===== src/rtl/gain_pkg.sv =====
// Shared constants and helpers for gain_shift_pipe.
// Build option: define GAIN_SHIFT_PIPE_ROUND_EN to round half up before the shift; otherwise truncate.
package gain_pkg;

`ifdef GAIN_SHIFT_PIPE_ROUND_EN
  localparam bit ROUND_EN = 1'b1;
`else
  localparam bit ROUND_EN = 1'b0;
`endif

  localparam int SAT_CNT_W = 16;

  function automatic int unsigned unity_gain(input int unsigned shift);
    return 32'd1 << shift;
  endfunction

  function automatic int unsigned round_term(input int unsigned shift);
    return ROUND_EN ? (32'd1 << (shift - 1)) : 32'd0;
  endfunction

endpackage


===== src/rtl/gain_shift_pipe_if.sv =====
// Pixel stream handshake bundle: input side (in_*) and output side (out_*).
interface gain_shift_pipe_if #(
  parameter int WIDTH = 12,
  parameter int LANES = 3
);
  logic                     in_valid;
  logic                     in_ready;
  logic [LANES*WIDTH-1:0]   in_pix;
  logic                     out_valid;
  logic                     out_ready;
  logic [LANES*WIDTH-1:0]   out_pix;
  logic [LANES-1:0]         out_sat;

  modport master (
    output in_valid, in_pix, out_ready,
    input  in_ready, out_valid, out_pix, out_sat
  );

  modport slave (
    input  in_valid, in_pix, out_ready,
    output in_ready, out_valid, out_pix, out_sat
  );
endinterface


===== src/rtl/gain_lane.sv =====
// One lane datapath: multiply (S1->S2) and round/shift/saturate (S2->S3), purely combinational.
module gain_lane
  import gain_pkg::*;
#(
  parameter int  WIDTH  = 12,
  parameter int  GAIN_W = 12,
  parameter int  SHIFT  = 8,
  localparam int PW     = WIDTH + GAIN_W
) (
  input  logic [WIDTH-1:0]  pix_i,
  input  logic [GAIN_W-1:0] gain_i,
  output logic [PW-1:0]     prod_o,
  input  logic [PW-1:0]     prod_i,
  output logic [WIDTH-1:0]  res_o,
  output logic              sat_o
);
  localparam logic [PW-1:0] RND = PW'(round_term(SHIFT));

  logic [PW-1:0] rounded;
  logic [PW-1:0] shifted;

  multiplier #(.A_W(WIDTH), .B_W(GAIN_W)) u_mul (
    .a_i (pix_i),
    .b_i (gain_i),
    .p_o (prod_o)
  );

  // Largest product plus the half-LSB term still fits in PW bits since SHIFT < GAIN_W.
  assign rounded = prod_i + RND;

  right_shifter #(.W(PW), .SH(SHIFT)) u_shr (
    .x_i (rounded),
    .y_o (shifted)
  );

  assign sat_o = |shifted[PW-1:WIDTH];
  assign res_o = sat_o ? '1 : shifted[WIDTH-1:0];
endmodule


===== src/rtl/multiplier.sv =====
// Unsigned full-width multiplier primitive.
module multiplier #(
  parameter int A_W = 12,
  parameter int B_W = 12
) (
  input  logic [A_W-1:0]     a_i,
  input  logic [B_W-1:0]     b_i,
  output logic [A_W+B_W-1:0] p_o
);
  assign p_o = {{B_W{1'b0}}, a_i} * {{A_W{1'b0}}, b_i};
endmodule


===== src/rtl/right_shifter.sv =====
// Constant logical right shift primitive; output keeps the input width.
module right_shifter #(
  parameter int W  = 24,
  parameter int SH = 8
) (
  input  logic [W-1:0] x_i,
  output logic [W-1:0] y_o
);
  assign y_o = x_i >> SH;
endmodule


===== src/rtl/gain_shift_pipe.sv =====
// Three-stage per-lane gain pipeline with saturation flags and a saturation counter.
// Rounding is selected by GAIN_SHIFT_PIPE_ROUND_EN (see gain_pkg).
module gain_shift_pipe
  import gain_pkg::*;
#(
  parameter int  WIDTH  = 12,
  parameter int  GAIN_W = 12,
  parameter int  SHIFT  = 8,
  parameter int  LANES  = 3,
  localparam int LANE_W = (LANES > 1) ? $clog2(LANES) : 1
) (
  input  logic                 clk,
  input  logic                 rst,
  gain_shift_pipe_if.slave     bus,
  input  logic                 gain_we,
  input  logic [LANE_W-1:0]    gain_lane,
  input  logic [GAIN_W-1:0]    gain_data,
  output logic [SAT_CNT_W-1:0] sat_cnt,
  input  logic                 sat_clr
);
  localparam int PW = WIDTH + GAIN_W;

  logic [GAIN_W-1:0]    gain_q    [LANES];
  logic                 s1_valid_q, s2_valid_q, s3_valid_q;
  logic [WIDTH-1:0]     s1_pix_q  [LANES];
  logic [GAIN_W-1:0]    s1_gain_q [LANES];
  logic [PW-1:0]        s2_prod_q [LANES];
  logic [WIDTH-1:0]     s3_pix_q  [LANES];
  logic [LANES-1:0]     s3_sat_q;
  logic [PW-1:0]        prod_d    [LANES];
  logic [WIDTH-1:0]     res_d     [LANES];
  logic [LANES-1:0]     sat_d;
  logic [SAT_CNT_W-1:0] sat_cnt_q, sat_cnt_d;
  logic [SAT_CNT_W:0]   sat_pop, sat_sum;
  logic                 adv1, adv2, adv3, out_fire, gain_hit;

  // Each stage moves when the one after it is empty or moving.
  assign adv3     = !s3_valid_q || bus.out_ready;
  assign adv2     = !s2_valid_q || adv3;
  assign adv1     = !s1_valid_q || adv2;
  assign out_fire = s3_valid_q && bus.out_ready;
  assign gain_hit = gain_we && ({1'b0, gain_lane} < (LANE_W+1)'(LANES));

  assign bus.in_ready  = adv1;
  assign bus.out_valid = s3_valid_q;
  assign bus.out_sat   = s3_sat_q;
  assign sat_cnt       = sat_cnt_q;

  for (genvar g = 0; g < LANES; g++) begin : g_lane
    gain_lane #(.WIDTH(WIDTH), .GAIN_W(GAIN_W), .SHIFT(SHIFT)) u_lane (
      .pix_i  (s1_pix_q[g]),
      .gain_i (s1_gain_q[g]),
      .prod_o (prod_d[g]),
      .prod_i (s2_prod_q[g]),
      .res_o  (res_d[g]),
      .sat_o  (sat_d[g])
    );
    assign bus.out_pix[g*WIDTH +: WIDTH] = s3_pix_q[g];
  end

  always_comb begin
    sat_pop = '0;
    for (int unsigned i = 0; i < LANES; i++) begin
      sat_pop = sat_pop + (SAT_CNT_W+1)'(s3_sat_q[i]);
    end
    sat_sum   = {1'b0, sat_cnt_q} + sat_pop;
    sat_cnt_d = sat_cnt_q;
    if (sat_clr) begin
      sat_cnt_d = '0;
    end else if (out_fire) begin
      sat_cnt_d = sat_sum[SAT_CNT_W] ? '1 : sat_sum[SAT_CNT_W-1:0];
    end
  end

  always_ff @(posedge clk or posedge rst) begin
    if (rst) begin
      s1_valid_q <= 1'b0;
      s2_valid_q <= 1'b0;
      s3_valid_q <= 1'b0;
      s3_sat_q   <= '0;
      sat_cnt_q  <= '0;
      for (int unsigned i = 0; i < LANES; i++) begin
        gain_q[i]    <= GAIN_W'(unity_gain(SHIFT));
        s1_pix_q[i]  <= '0;
        s1_gain_q[i] <= '0;
        s2_prod_q[i] <= '0;
        s3_pix_q[i]  <= '0;
      end
    end else begin
      // Snapshot takes the pre-write gain, so a same-edge write only affects later pixels.
      if (adv1) begin
        s1_valid_q <= bus.in_valid;
        if (bus.in_valid) begin
          for (int unsigned i = 0; i < LANES; i++) begin
            s1_pix_q[i]  <= bus.in_pix[i*WIDTH +: WIDTH];
            s1_gain_q[i] <= gain_q[i];
          end
        end
      end
      if (adv2) begin
        s2_valid_q <= s1_valid_q;
        if (s1_valid_q) s2_prod_q <= prod_d;
      end
      if (adv3) begin
        s3_valid_q <= s2_valid_q;
        if (s2_valid_q) begin
          s3_pix_q <= res_d;
          s3_sat_q <= sat_d;
        end
      end
      if (gain_hit) gain_q[gain_lane] <= gain_data;
      sat_cnt_q <= sat_cnt_d;
    end
  end
endmodule


===== src/flat_wrapper.sv =====
// flat-port wrapper written by rule: the top's interface ports become plain ports
module gain_shift_pipe_flat import gain_pkg::*;
#(
  parameter int  WIDTH  = 12,
  parameter int  GAIN_W = 12,
  parameter int  SHIFT  = 8,
  parameter int  LANES  = 3,
  localparam int LANE_W = (LANES > 1) ? $clog2(LANES) : 1
)
  (clk, rst, gain_we, gain_lane, gain_data, sat_cnt, sat_clr, bus_in_valid, bus_in_pix, bus_out_ready, bus_in_ready, bus_out_valid, bus_out_pix, bus_out_sat);
  gain_shift_pipe_if #(.WIDTH(WIDTH), .LANES(LANES)) bus_i ();
  input  logic clk;
  input  logic rst;
  input  logic gain_we;
  input  logic [LANE_W-1:0] gain_lane;
  input  logic [GAIN_W-1:0] gain_data;
  output logic [SAT_CNT_W-1:0] sat_cnt;
  input  logic sat_clr;
  input wire logic [$bits(bus_i.in_valid)-1:0] bus_in_valid;
  input wire logic [$bits(bus_i.in_pix)-1:0] bus_in_pix;
  input wire logic [$bits(bus_i.out_ready)-1:0] bus_out_ready;
  output wire logic [$bits(bus_i.in_ready)-1:0] bus_in_ready;
  output wire logic [$bits(bus_i.out_valid)-1:0] bus_out_valid;
  output wire logic [$bits(bus_i.out_pix)-1:0] bus_out_pix;
  output wire logic [$bits(bus_i.out_sat)-1:0] bus_out_sat;
  assign bus_i.in_valid = bus_in_valid;
  assign bus_i.in_pix = bus_in_pix;
  assign bus_i.out_ready = bus_out_ready;
  assign bus_in_ready = bus_i.in_ready;
  assign bus_out_valid = bus_i.out_valid;
  assign bus_out_pix = bus_i.out_pix;
  assign bus_out_sat = bus_i.out_sat;
  gain_shift_pipe #(.WIDTH(WIDTH), .GAIN_W(GAIN_W), .SHIFT(SHIFT), .LANES(LANES)) u_core (.clk(clk), .rst(rst), .bus(bus_i), .gain_we(gain_we), .gain_lane(gain_lane), .gain_data(gain_data), .sat_cnt(sat_cnt), .sat_clr(sat_clr));
endmodule

===== config.mk =====
export PLATFORM = sky130hd
export DESIGN_NAME = gain_shift_pipe_flat
export DESIGN_NICKNAME = d
export VERILOG_FILES = /design/src/rtl/gain_pkg.sv /design/src/rtl/gain_shift_pipe_if.sv /design/src/rtl/gain_lane.sv /design/src/rtl/multiplier.sv /design/src/rtl/right_shifter.sv /design/src/rtl/gain_shift_pipe.sv /design/src/flat_wrapper.sv
export SDC_FILE = /design/constraint.sdc
export NUM_CORES = 1
export LEC_CHECK = 0
export ABC_AREA = 1
export CAP_MARGIN = 20
export CORE_ASPECT_RATIO = 1.4
export CORE_MARGIN = 5
export CORE_UTILIZATION = 40
export DETAILED_ROUTE_END_ITERATION = 10
export HOLD_SLACK_MARGIN = 0.03
export PLACE_DENSITY = 0.57
export SYNTH_ARGS = -nofsm -noshare
export SYNTH_HDL_FRONTEND = slang
export SYNTH_HIERARCHICAL = 1
export SYNTH_SLANG_ARGS = --single-unit

===== constraint.sdc =====
create_clock -name clk -period 8.6 [get_ports clk]
set_input_delay 2.58 -clock clk [delete_from_list [all_inputs] [get_ports clk]]
set_output_delay 2.58 -clock clk [all_outputs]
set_load 0.01 [all_outputs]

=== Word-level counts from Yosys, hierarchy flattened ===
Index checks and enable logic that the tools add are counted.

* Register bits after elaboration: 238
* Input bits: 56
* Output and inout bits: 57

* $add $sub $neg: 3
* $mul: 3
* $lt $le $gt $ge: 3
* Muxes and demuxes: 9
* Bitwise operators: 1
* Reductions and logical operators: 16

{| class="wikitable"
|+ Operators by type and width
! kind !! number
|-
| multiplier 12 x 12 -> 24 bit || 3
|-
| 2-to-1 mux 12 bit || 4
|-
| 2-to-1 mux 16 bit || 3
|-
| bitwise mux 36 bit || 1
|-
| demux 12 bit (select 2 bit) || 1
|-
| adder 16 x 17 -> 17 bit || 1
|-
| adder 17 x 1 -> 17 bit || 1
|-
| OR reduction 4 bit || 3
|-
| AND reduction 2 bit || 3
|-
| greater-or-equal comparator 3 bit, second input constant || 1
|-
| logical AND 1 bit || 3
|-
| zero test 1 bit || 3
|-
| logical OR 1 bit || 3
|-
| less-than comparator 3 x 1 -> 1 bit, second input constant || 1
|-
| inverter 2 -> 3 bit || 1
|-
| adder 1 x 1 -> 2 bit || 1
|-
| less-than comparator 2 bit, second input constant || 1
|-
| nonzero test 2 bit || 1
|}

=== Logic depth before layout (Yosys ltp) ===
Gate-level depths: netlist (run 1).

* Word-level depth: 6
* Mapped depth: 24

=== Modules after synthesis ===
The synthesis (run 1) kept the hierarchy.

{| class="wikitable"
|+ Modules (own cells, without submodules)
! module !! instances !! cells each !! area an instance (sq um)
|-
| gain_shift_pipe || 1 || 849 || 9820.7
|-
| multiplier (u_core.g_lane[1].u_lane.u_mul) || 1 || 728 || 5077.4
|-
| multiplier (u_core.g_lane[0].u_lane.u_mul) || 1 || 727 || 5073.6
|-
| multiplier (u_core.g_lane[2].u_lane.u_mul) || 1 || 728 || 5058.6
|-
| right_shifter || 3 || 25 || 183.9
|-
| gain_lane || 3 || 37 || 175.2
|}

=== Worst setup path before layout (run 1) ===
No wires, ideal clock.

* Path type: input to output
* Start point: in bus_out_ready
* End point: out bus_in_ready
* Arrival: 3.081 ns
* Slack: 2.939 ns
* Cell stages on the path: 5
* Path buffers: 1
* Cells stage by stage: inv_1 nand2_2 nor2_4 nand2_1 buf_2

* Longest elaborated chain between the ends: 3

{| class="wikitable"
|+ Ends and longest elaborated chain
! element !! RTL line !! text
|-
| start: declaration || flat_wrapper.sv:21 || <nowiki>input wire logic [$bits(bus_i.out_ready)-1:0] bus_out_ready;</nowiki>
|-
| logical OR 1 bit || gain_shift_pipe.sv:38 || <nowiki>assign adv3 = !s3_valid_q || bus.out_ready;</nowiki>
|-
| logical OR 1 bit || gain_shift_pipe.sv:39 || <nowiki>assign adv2 = !s2_valid_q || adv3;</nowiki>
|-
| logical OR 1 bit || gain_shift_pipe.sv:40 || <nowiki>assign adv1 = !s1_valid_q || adv2;</nowiki>
|-
| end: declaration || flat_wrapper.sv:22 || <nowiki>output wire logic [$bits(bus_i.in_ready)-1:0] bus_in_ready;</nowiki>
|}

No other way between the ends.

=== Final worst setup path (run 1) ===
Ends and elaborated chain as after synthesis.

==> flow_summary_export.csv, run 1 <==
group,metric,value,unit
place,placed_cells,3928,
timing,skew,10.2,ps
place,gp_congestion,0.806,
layout,fillers,6324,
place,hpwl,44.3,mm
global_routing,grt_pass1_wl,97.1,mm
power_and_ir_drop,power.internal,4850,uW
clock_tree,numClockSinks,214,
logic_synthesis,syn-instance-count,3155,
timing,finalMaxSlewViolations,0,
route,drt-pass1-iter-count,5,
timing,slew_headroom,0.278,
floorplanning,die_y,306,um
power_and_ir_drop,clkPwrFrac,0.115,
global_routing,grt_max_degree,136,
setup_path,critPathCaptureType,"output port",
timing,finalSetupViolations,0,
floorplanning,die-area,67800,um2
route,post_drt_wl_per_cell,14.2,um
layout,stdcell_count,3972,
clock_tree,cts_setup_buffers,0,
clock_tree,cts_made_buffers,24,
power_and_ir_drop,power.leakage,0.0156,uW
power_and_ir_drop,p_comb_frac,0.719,
timing,period_minus_slack,6640,ps
setup_path,critPathRequiredTime,6020,ps
place,port_buffers,112,
logic_synthesis,yosys_warnings,6,
logic_synthesis,avgSynthCellArea,7.94,um2
floorplanning,rows,108,
timing,hold_viol_final,0,
clock_tree,postCtsHoldBufs,0,
global_routing,first_global_vias,19300,
layout,final_core_util,0.437,
layout,multi_input_area,15900,um2
power_and_ir_drop,power.density,363,nW/um2
status,status,"finished, final reports clean",
global_routing,grt_usage,0.170,
timing,layout_worst_path_cycle_share,0.772,
clock_tree,clock_latency,540,ps
hold_path,worstHoldEndpoint,"u_core/gain_q[4]$_DFFE_PP0P_",
timing,rsz0062_at_grt,"false",
route,final_antenna_net_count,0,
layout,nets,3675,
setup_path,arrival,4060,ps
route,viasPerCell,4.62,
clock_tree,clock_path_buffers,3,
layout,final-seq-area,5360,um2
power_and_ir_drop,irDropWorstVdd,0.000238,V
setup_path,worstPathMaxFanout,3,
floorplanning,die_x,222,um
clock_tree,htree_levels,1,
clock_tree,cts_root_buffer,"clkbuf_16",
global_routing,antenna_found_initial,0,
setup_path,cp-start-kind,"input port",
timing,hold_slack,488,ps
timing,tns,0,ps
power_and_ir_drop,seq_power_share,0.166,
job,max-cap-violations,0,
setup_path,path_class,"in -> out",
route,detail_route.iter0.violations,930,
timing,fmax,151,MHz
clock_tree,tritoncts,"done",
setup_path,r2r_slack,3340,ps
route,drc,0,
layout,synthToLayoutAreaGrowth,8.23,%
setup_path,r2r_cells,21,
logic_synthesis,netlist_area,25100,um2
route,vias,18400,
floorplanning,core_area,62000,um2
hold_path,hold_start,"u_core/gain_q[4]$_DFFE_PP0P_",
floorplanning,start_util,0.404,
power_and_ir_drop,p_sw_frac,0.507,
power_and_ir_drop,p_sw,4990,uW
layout,diodes,0,
power_and_ir_drop,finalPower,9850,uW
clock_tree,postCtsResizedCells,0,
route,wl,56.4,mm
timing,tightestPinTransition,1080,ps
layout,drive_above_1_share,0.0623,
hold_path,worstHoldPathType,"reg -> reg",
setup_path,timing.rr.end,"u_core/s2_prod_q[21]$_DFFE_PP0P_",
setup_path,rr_startpoint,"u_core/s1_pix_q[7]$_DFFE_PP0P_",
floorplanning,ioPinCount,113,
clock_tree,clkTransAtPathRegs,60,ps
global_routing,overflow,0,
hold_path,holdPathStages,2,
[stage by stage]
step           setup slack, ps  area, um2
6_report                  1960      27100
4_1_cts                   1970      27100
5_1_grt                   1900      27100
2_1_floorplan              174      25100
3_5_place_dp              1980      26200
3_3_place_gp              1970      26200
[per-layer routing]
layer / GRT usage / vias to the layer above / part of all wire / routed length, um
li1: - / 9130 / - / -
met1: 0.230 / 8893 / 0.46 / 26100
met2: 0.297 / 279 / 0.48 / 27200
met3: 0.0154 / 67 / 0.034 / 1920
met4: 0.0406 / 0 / 0.022 / 1260
met5: 0 / - / 0 / 0
[critical path: stages]
cell and delay (ps):
clkdlybuf4s50_1 490, inv_1 70, nand2_2 110, nor2_4 60, nand2_2 170, clkdlybuf4s50_1 580
[state kept, by name, indices dropped and copies added, names as in the netlist]
signal / count
u_core/bus.out_valid: 1
u_core/s2_valid_q: 1
u_core/gain_q: 36
u_core/sat_cnt: 16
u_core/bus.out_sat: 3
u_core/s1_pix_q: 36
u_core/s1_gain_q: 36
u_core/s1_valid_q: 1
u_core/bus.out_pix: 36
u_core/s2_prod_q: 48
[placed cells by master, fill, tap and decap left out, types with 7 or more instances in the layout]
cell / count
fa_1: 302
xnor2_1: 10
nand3_2: 11
nor2_4: 8
inv_1: 735
nor3_1: 9
mux2_4: 55
o21ai_1: 10
nand2_1: 961
dfrtp_1: 211
ha_1: 188
clkdlybuf4s50_1: 111
nand2_2: 17
nand3_1: 169
conb_1: 24
nor2_2: 11
xor2_1: 24
mux2_2: 32
a21oi_1: 43
o21bai_1: 7
o21ai_0: 47
clkbuf_16: 24
nor2_1: 81
[layout make-up]
cell class | instances | area share
clock inverter | 11 | 0.00687
sequential | 214 | 0.198
inverter | 739 | 0.103
multi-input combinational | 2031 | 0.586
tap | 825 | 0.0381
timing repair buffer | 119 | 0.0435
clock buffer | 33 | 0.0256
[power by group through the flow]
stage / logic, uW / clock network, uW / registers (uW)
6_report: 7080 / 1130 / 1640
5_1_grt: 8310 / 1210 / 1680
4_1_cts: 7220 / 1170 / 1640
3_5_place_dp: 7160 / 0 / 1650
3_3_place_gp: 7080 / 0 / 1650
2_1_floorplan: 6020 / 0 / 1370
[how the worst max path moves through the flow]
stage	from	depth (start not counted)	end	slack (ps)
finish	bus_out_ready	6	bus_in_ready	1960
global route	bus_out_ready	6	bus_in_ready	1900
CTS	bus_out_ready	6	bus_in_ready	1970
detailed placement	bus_out_ready	6	bus_in_ready	1980
global placement	bus_out_ready	6	bus_in_ready	1970
floorplan	rst	1	u_core/bus.out_pix[0]$_DFFE_PP0P_	170
(Power assumes the default switching activity.)
==> run 2: changes to the inputs <==
- PLACE_DENSITY: 0.57 -> 0.55
- clock period: 8.6 -> 6.44 ns (I/O delays scaled with it)
==> run 2 against run 1 <==
  * Hold slack barely moved
  * Via count rose by 0.64%
  * Wire length rose by 0.76%
  * Setup slack got worse by 870 ps
  * Cell count rose by 0.15%
  * Register-to-register slack got worse by 2000 ps
  * Utilization barely moved
  * First-iteration DRC count fell by 4.3%
  * Total power rose by 33%
  * Largest cell class unchanged
  * Highest routed layer unchanged
==> flow_summary_export.csv, run 2 (same netlist as run 1, synthesis figures left out) <==
group,metric,value,unit
clock_tree,numClockSinks,214,
power_and_ir_drop,p_comb_frac,0.725,
clock_tree,postCtsHoldBufs,0,
global_routing,antenna_found_initial,0,
layout,drive_above_1_share,0.0641,
timing,period_minus_slack,5350,ps
power_and_ir_drop,finalPower,13100,uW
power_and_ir_drop,seq_power_share,0.165,
clock_tree,clock_path_buffers,3,
clock_tree,clock_latency,560,ps
place,dp_slack,1100,ps
power_and_ir_drop,p_sw,6680,uW
timing,hold_slack,488,ps
setup_path,critPathRequiredTime,4510,ps
route,detail_route.iter0.violations,890,
setup_path,cp_top_family,"buffers and inverters",
setup_path,worst-path-stages,6,
clock_tree,postCtsResizedCells,0,
clock_tree,htree_levels,1,
global_routing,grt_usage,0.169,
timing,timing.final.ws_setup,1090,ps
route,vias,18500,
power_and_ir_drop,p_sw_frac,0.511,
global_routing,grt_pass1_wl,96.9,mm
clock_tree,cts_setup_buffers,0,
job,max-cap-violations,0,
route,drc,0,
timing,finalSetupViolations,0,
setup_path,critPathCaptureType,"output port",
layout,synthToLayoutAreaGrowth,8.21,%
power_and_ir_drop,power.density,483,nW/um2
setup_path,slowest_delay,590,ps
setup_path,worstPathMaxFanout,3,
clock_tree,tritoncts,"done",
power_and_ir_drop,power.leakage,0.0156,uW
setup_path,cp-start-kind,"input port",
power_and_ir_drop,power.internal,6400,uW
hold_path,holdPathStages,2,
floorplanning,ioPinCount,113,
route,post_drt_wl_per_cell,14.3,um
timing,rsz0062_at_grt,"false",
floorplanning,die-area,67800,um2
power_and_ir_drop,irDropWorstVdd,0.000297,V
layout,fillers,6266,
setup_path,crit_slowest_cell,"clkdlybuf4s50_1",
setup_path,r2r_slack,1300,ps
place,hpwl,46.1,mm
route,wl,56.9,mm
route,drt-pass1-iter-count,5,
timing,skew,19.6,ps
hold_path,worstHoldPathType,"reg -> reg",
floorplanning,start_util,0.404,
floorplanning,die_y,306,um
clock_tree,cts_root_buffer,"clkbuf_16",
layout,nets,3680,
layout,largest_reg_flops,48,
timing,layout_worst_path_cycle_share,0.831,
global_routing,grt_max_degree,135,
setup_path,r2r_cells,21,
floorplanning,die_x,222,um
timing,tightestPinTransition,1040,ps
place,placedInstanceArea,26300,um2
setup_path,path_class,"in -> out",
timing,fmax,187,MHz
layout,layout_common_cells,"nand2_1 (961), inv_1 (735), fa_1 (302), dfrtp_1 (211), ha_1 (188)",
timing,hold_viol_final,0,
place,port_buffers,112,
global_routing,overflow,0,
power_and_ir_drop,clkPwrFrac,0.111,
clock_tree,cts_made_buffers,25,
layout,final_common_cell,"nand2_1",
floorplanning,core_area,62000,um2
clock_tree,clkTransAtPathRegs,60,ps
setup_path,arrival,3420,ps
route,final_antenna_net_count,0,
layout,diodes,0,
layout,final_area,27100,um2
setup_path,cp_cell_sequence,"clkdlybuf4s50_1 > inv_1 > nand2_2 > nor2_4 > nand2_2 > clkdlybuf4s50_1",
status,status,"finished, final reports clean",
setup_path,path_buf_inv,3,
timing,finalMaxSlewViolations,0,
route,viasPerCell,4.65,
timing,slew_headroom,0.302,
floorplanning,rows,108,
global_routing,first_global_vias,19500,
layout,top_register,"u_core/s2_prod_q",
place,gp_congestion,0.875,
timing,tns,0,ps
run 2: cell types whose count changed in the layout (fill, tap and decap cells not counted), moves of 3 or more:
| cell | previous run | this run |
|---|---|---|
| clkinvlp_4 | 1 | 5 |
| clkinv_2 | 1 | 4 |
| inv_6 | 1 | 4 |
| buf_4 | 6 | 9 |
run 2: worst paths after layout:
path | start | to
max reg2reg | u_core/s1_pix_q[29]$_DFFE_PP0P_ | u_core/s2_prod_q[69]$_DFFE_PP0P_
max | bus_out_ready | bus_in_ready
min in group asynchronous | rst | u_core/s1_valid_q$_DFFE_PP0N_
min reg2reg | u_core/gain_q[6]$_DFFE_PP0P_ | u_core/gain_q[6]$_DFFE_PP0P_
min | u_core/gain_q[6]$_DFFE_PP0P_ | u_core/gain_q[6]$_DFFE_PP0P_
max in group asynchronous | rst | u_core/s1_pix_q[4]$_DFFE_PP0P_
run 2: worst min-delay path: stages, from the launching register on:
cell	delay, ps
dfrtp_1	340
nand2_1	50
o21ai_0	60
run 2: power groups by stage:
stage	Sequential, uW	Clock (uW)	Combinational, uW
after floorplan	1830	0	8040
after global placement	2170	0	9460
after detailed placement	2180	0	9600
after CTS	2160	1510	9670
after global routing	2210	1550	11100
final	2160	1450	9480
run 2: cell type report:
class	instances	area [um2]	area share
Sequential cell	214	5360	0.198
Inverter	739	2780	0.103
Multi-Input combinational cell	2031	15900	0.586
Tap cell	825	1030	0.0381
Clock inverter	14	145	0.00535
Timing Repair Buffer	123	1220	0.0451
Clock buffer	32	692	0.0255
run 2: through the flow:
stage,instances,utilization
finish,3978,0.437
floorplan,3176,-
global route,3978,0.437
detailed placement,3931,0.423
global placement,3931,0.423
CTS,3977,0.437
run 2: per-layer routing:
| layer | GRT usage | vias up | wire [um] |
|---|---|---|---|
| li1 | - | 9152 | - |
| met2 | 0.301 | 284 | 28100 |
| met5 | 0 | - | 0 |
| met3 | 0.0168 | 62 | 1920 |
| met1 | 0.223 | 8989 | 25700 |
| met4 | 0.0394 | 0 | 1110 |
==> run 3: changes to the inputs <==
- clock period: 6.44 -> 4.95 ns (I/O delays scaled with it)
==> run 3 against run 2 <==
  * Count of clock-buffer cells in the layout up 2
  * Die area unchanged
  * Sequential cell count unchanged
  * Sequential power up 21%
  * Non-clock buffer count up 95
  * Utilization up 1.7 points
  * Largest cell class unchanged
  * Largest power group unchanged
==> flow_summary_export.csv, run 3 (same netlist as run 1, synthesis figures left out) <==
group,metric,value,unit
floorplanning,die_x,222,um
timing,slew_headroom,0.326,
floorplanning,start_util,0.404,
setup_path,worstPathMaxFanout,7,
setup_path,r2r_slack,160,ps
global_routing,grt_usage,0.174,
floorplanning,rows,108,
route,detail_route.iter0.violations,855,
setup_path,arrival,5220,ps
layout,diodes,0,
timing,finalSetupViolations,0,
clock_tree,clock_latency,580,ps
route,drt-pass1-iter-count,7,
job,max-cap-violations,0,
layout,synthToLayoutAreaGrowth,12.5,%
setup_path,startpoint,"u_core/s1_gain_q[15]$_DFFE_PP0P_",
layout,nets,3776,
floorplanning,die_y,306,um
power_and_ir_drop,irDropWorstVdd,0.000402,V
setup_path,path_class,"reg -> reg",
global_routing,first_global_vias,20200,
layout,stdcell_count,4074,
timing,tightestPinTransition,1010,ps
route,wl,58.7,mm
setup_path,cp-start-kind,"flip-flop",
clock_tree,clock_path_buffers,3,
layout,final_common_cell,"nand2_1",
timing,hold_slack,489,ps
setup_path,rr_startpoint,"u_core/s1_gain_q[15]$_DFFE_PP0P_",
layout,fillers,6166,
setup_path,r2r_cells,20,
floorplanning,ioPinCount,113,
power_and_ir_drop,power.density,652,nW/um2
route,vias,18800,
timing,finalMaxSlewViolations,0,
route,viasPerCell,4.62,
setup_path,critPathCaptureType,"flip-flop",
timing,layout_worst_path_cycle_share,0.967,
place,port_buffers,112,
floorplanning,die-area,67800,um2
timing,rsz0062_at_grt,"true",
global_routing,antenna_found_initial,0,
clock_tree,htree_levels,1,
hold_path,hold_start,"u_core/gain_q[2]$_DFFE_PP0P_",
timing,period_minus_slack,4790,ps
clock_tree,cts_root_buffer,"clkbuf_16",
hold_path,holdPathStages,2,
clock_tree,clkTransAtPathRegs,60,ps
place,placed_cells,4002,
global_routing,grt_max_degree,80,
clock_tree,numClockSinks,214,
clock_tree,cts_made_buffers,26,
layout,drive_above_1_share,0.120,
clock_tree,postCtsHoldBufs,0,
route,post_drt_wl_per_cell,14.4,um
setup_path,critPathRequiredTime,5390,ps
timing,skew,38.3,ps
global_routing,overflow,0,
power_and_ir_drop,finalPower,18400,uW
clock_tree,tritoncts,"done",
place,gp_congestion,0.875,
place,dp_slack,-34.9,ps
status,status,"finished, final reports clean",
floorplanning,core_area,62000,um2
route,final_antenna_net_count,0,
timing,timing.final.ws_setup,163,ps
power_and_ir_drop,power.leakage,0.0160,uW
timing,hold_viol_final,0,
place,hpwl,48.8,mm
global_routing,grt_pass1_wl,99.7,mm
layout,largest_reg_flops,48,
route,drc,0,
timing,fmax,209,MHz
hold_path,worstHoldPathType,"reg -> reg",
layout,top_register,"u_core/s2_prod_q",
layout,layout_common_cells,"nand2_1 (945), inv_1 (734), fa_1 (301), ha_1 (169), dfrtp_1 (169)",
==> run 3: changes by cell type in the layout (fill, tap and decap cells not counted), moves of 7 or more <==
| cell | change |
|---|---|
| a21oi_1 | -7 |
| ha_4 | +12 |
| nand2_2 | +13 |
| ha_2 | +7 |
| dfrtp_2 | +42 |
| ha_1 | -19 |
| buf_4 | +87 |
| nand2_1 | -16 |
| dfrtp_1 | -42 |
==> run 3: layout make-up <==
class / count / area [um2] / share of cell area
multi-input cells: 2031 / 16200 / 0.574
flip-flops and latches: 214 / 5410 / 0.192
inverters: 739 / 2780 / 0.0986
repair buffers: 218 / 1990 / 0.0705
well taps: 825 / 1030 / 0.0366
clock buffers: 34 / 691 / 0.0245
clock inverters: 13 / 108 / 0.00382
==> run 3: routing by layer <==
metal  share of wire  routed length [um]  global-route usage
met1            0.44               26000               0.223
met2            0.51               29700               0.318
met3           0.030                1780              0.0170
met4           0.020                1180              0.0412
met5               0                   0                   0
==> run 3: path summary, 6_finish.rpt <==
check                                                           to
worst min register to register        u_core/gain_q[2]$_DFFE_PP0P_
max in group asynchronous          u_core/s1_pix_q[20]$_DFFE_PP0P_
worst max-delay path              u_core/s2_prod_q[46]$_DFFE_PP0P_
worst min-delay path                  u_core/gain_q[2]$_DFFE_PP0P_
worst max register to register    u_core/s2_prod_q[46]$_DFFE_PP0P_
min in group asynchronous       u_core/bus.out_pix[28]$_DFFE_PP0P_
==> run 3: stage by stage <==
| stage | TNS, ps | util | instance area (um2) |
|---|---|---|---|
| finish | 0 | 0.454 | 28200 |
| global route | -34.2 | 0.454 | 28200 |
| global placement | 0 | 0.432 | 26800 |
| CTS | 0 | 0.445 | 27600 |
| detailed placement | -81.0 | 0.432 | 26800 |
| floorplan | 0 | - | 25100 |
==> run 3: what timing repair did <==
item | in CTS | in global routing
cloned | 0 | 0
pin swaps | 0 | 22
gates resized for setup | 6 | 106
setup buffers | 0 | 24
setup endpoints to repair | 9 | 36
==> run 3: worst max-delay path, cell delays in order (launching register included) <==
cell and delay (ps):
dfrtp_2 470, nand2_1 110, fa_1 540, inv_1 50
fa_1 490, inv_1 50, fa_1 530, inv_1 50
fa_1 470, inv_1 50, fa_1 470, inv_1 40
ha_2 380, nand2_2 100, nor2_2 140, nand3_1 110
nand3_2 140, nand2_1 90, nand3_1 70, nand2_1 50
mux2_4 260
==> run 3: report_power, final <==
group | internal [uW] | switching (uW)
Sequential | 2170 | 436
Combinational | 5920 | 8070
Clock | 993 | 795
Total | 9080 | 9300
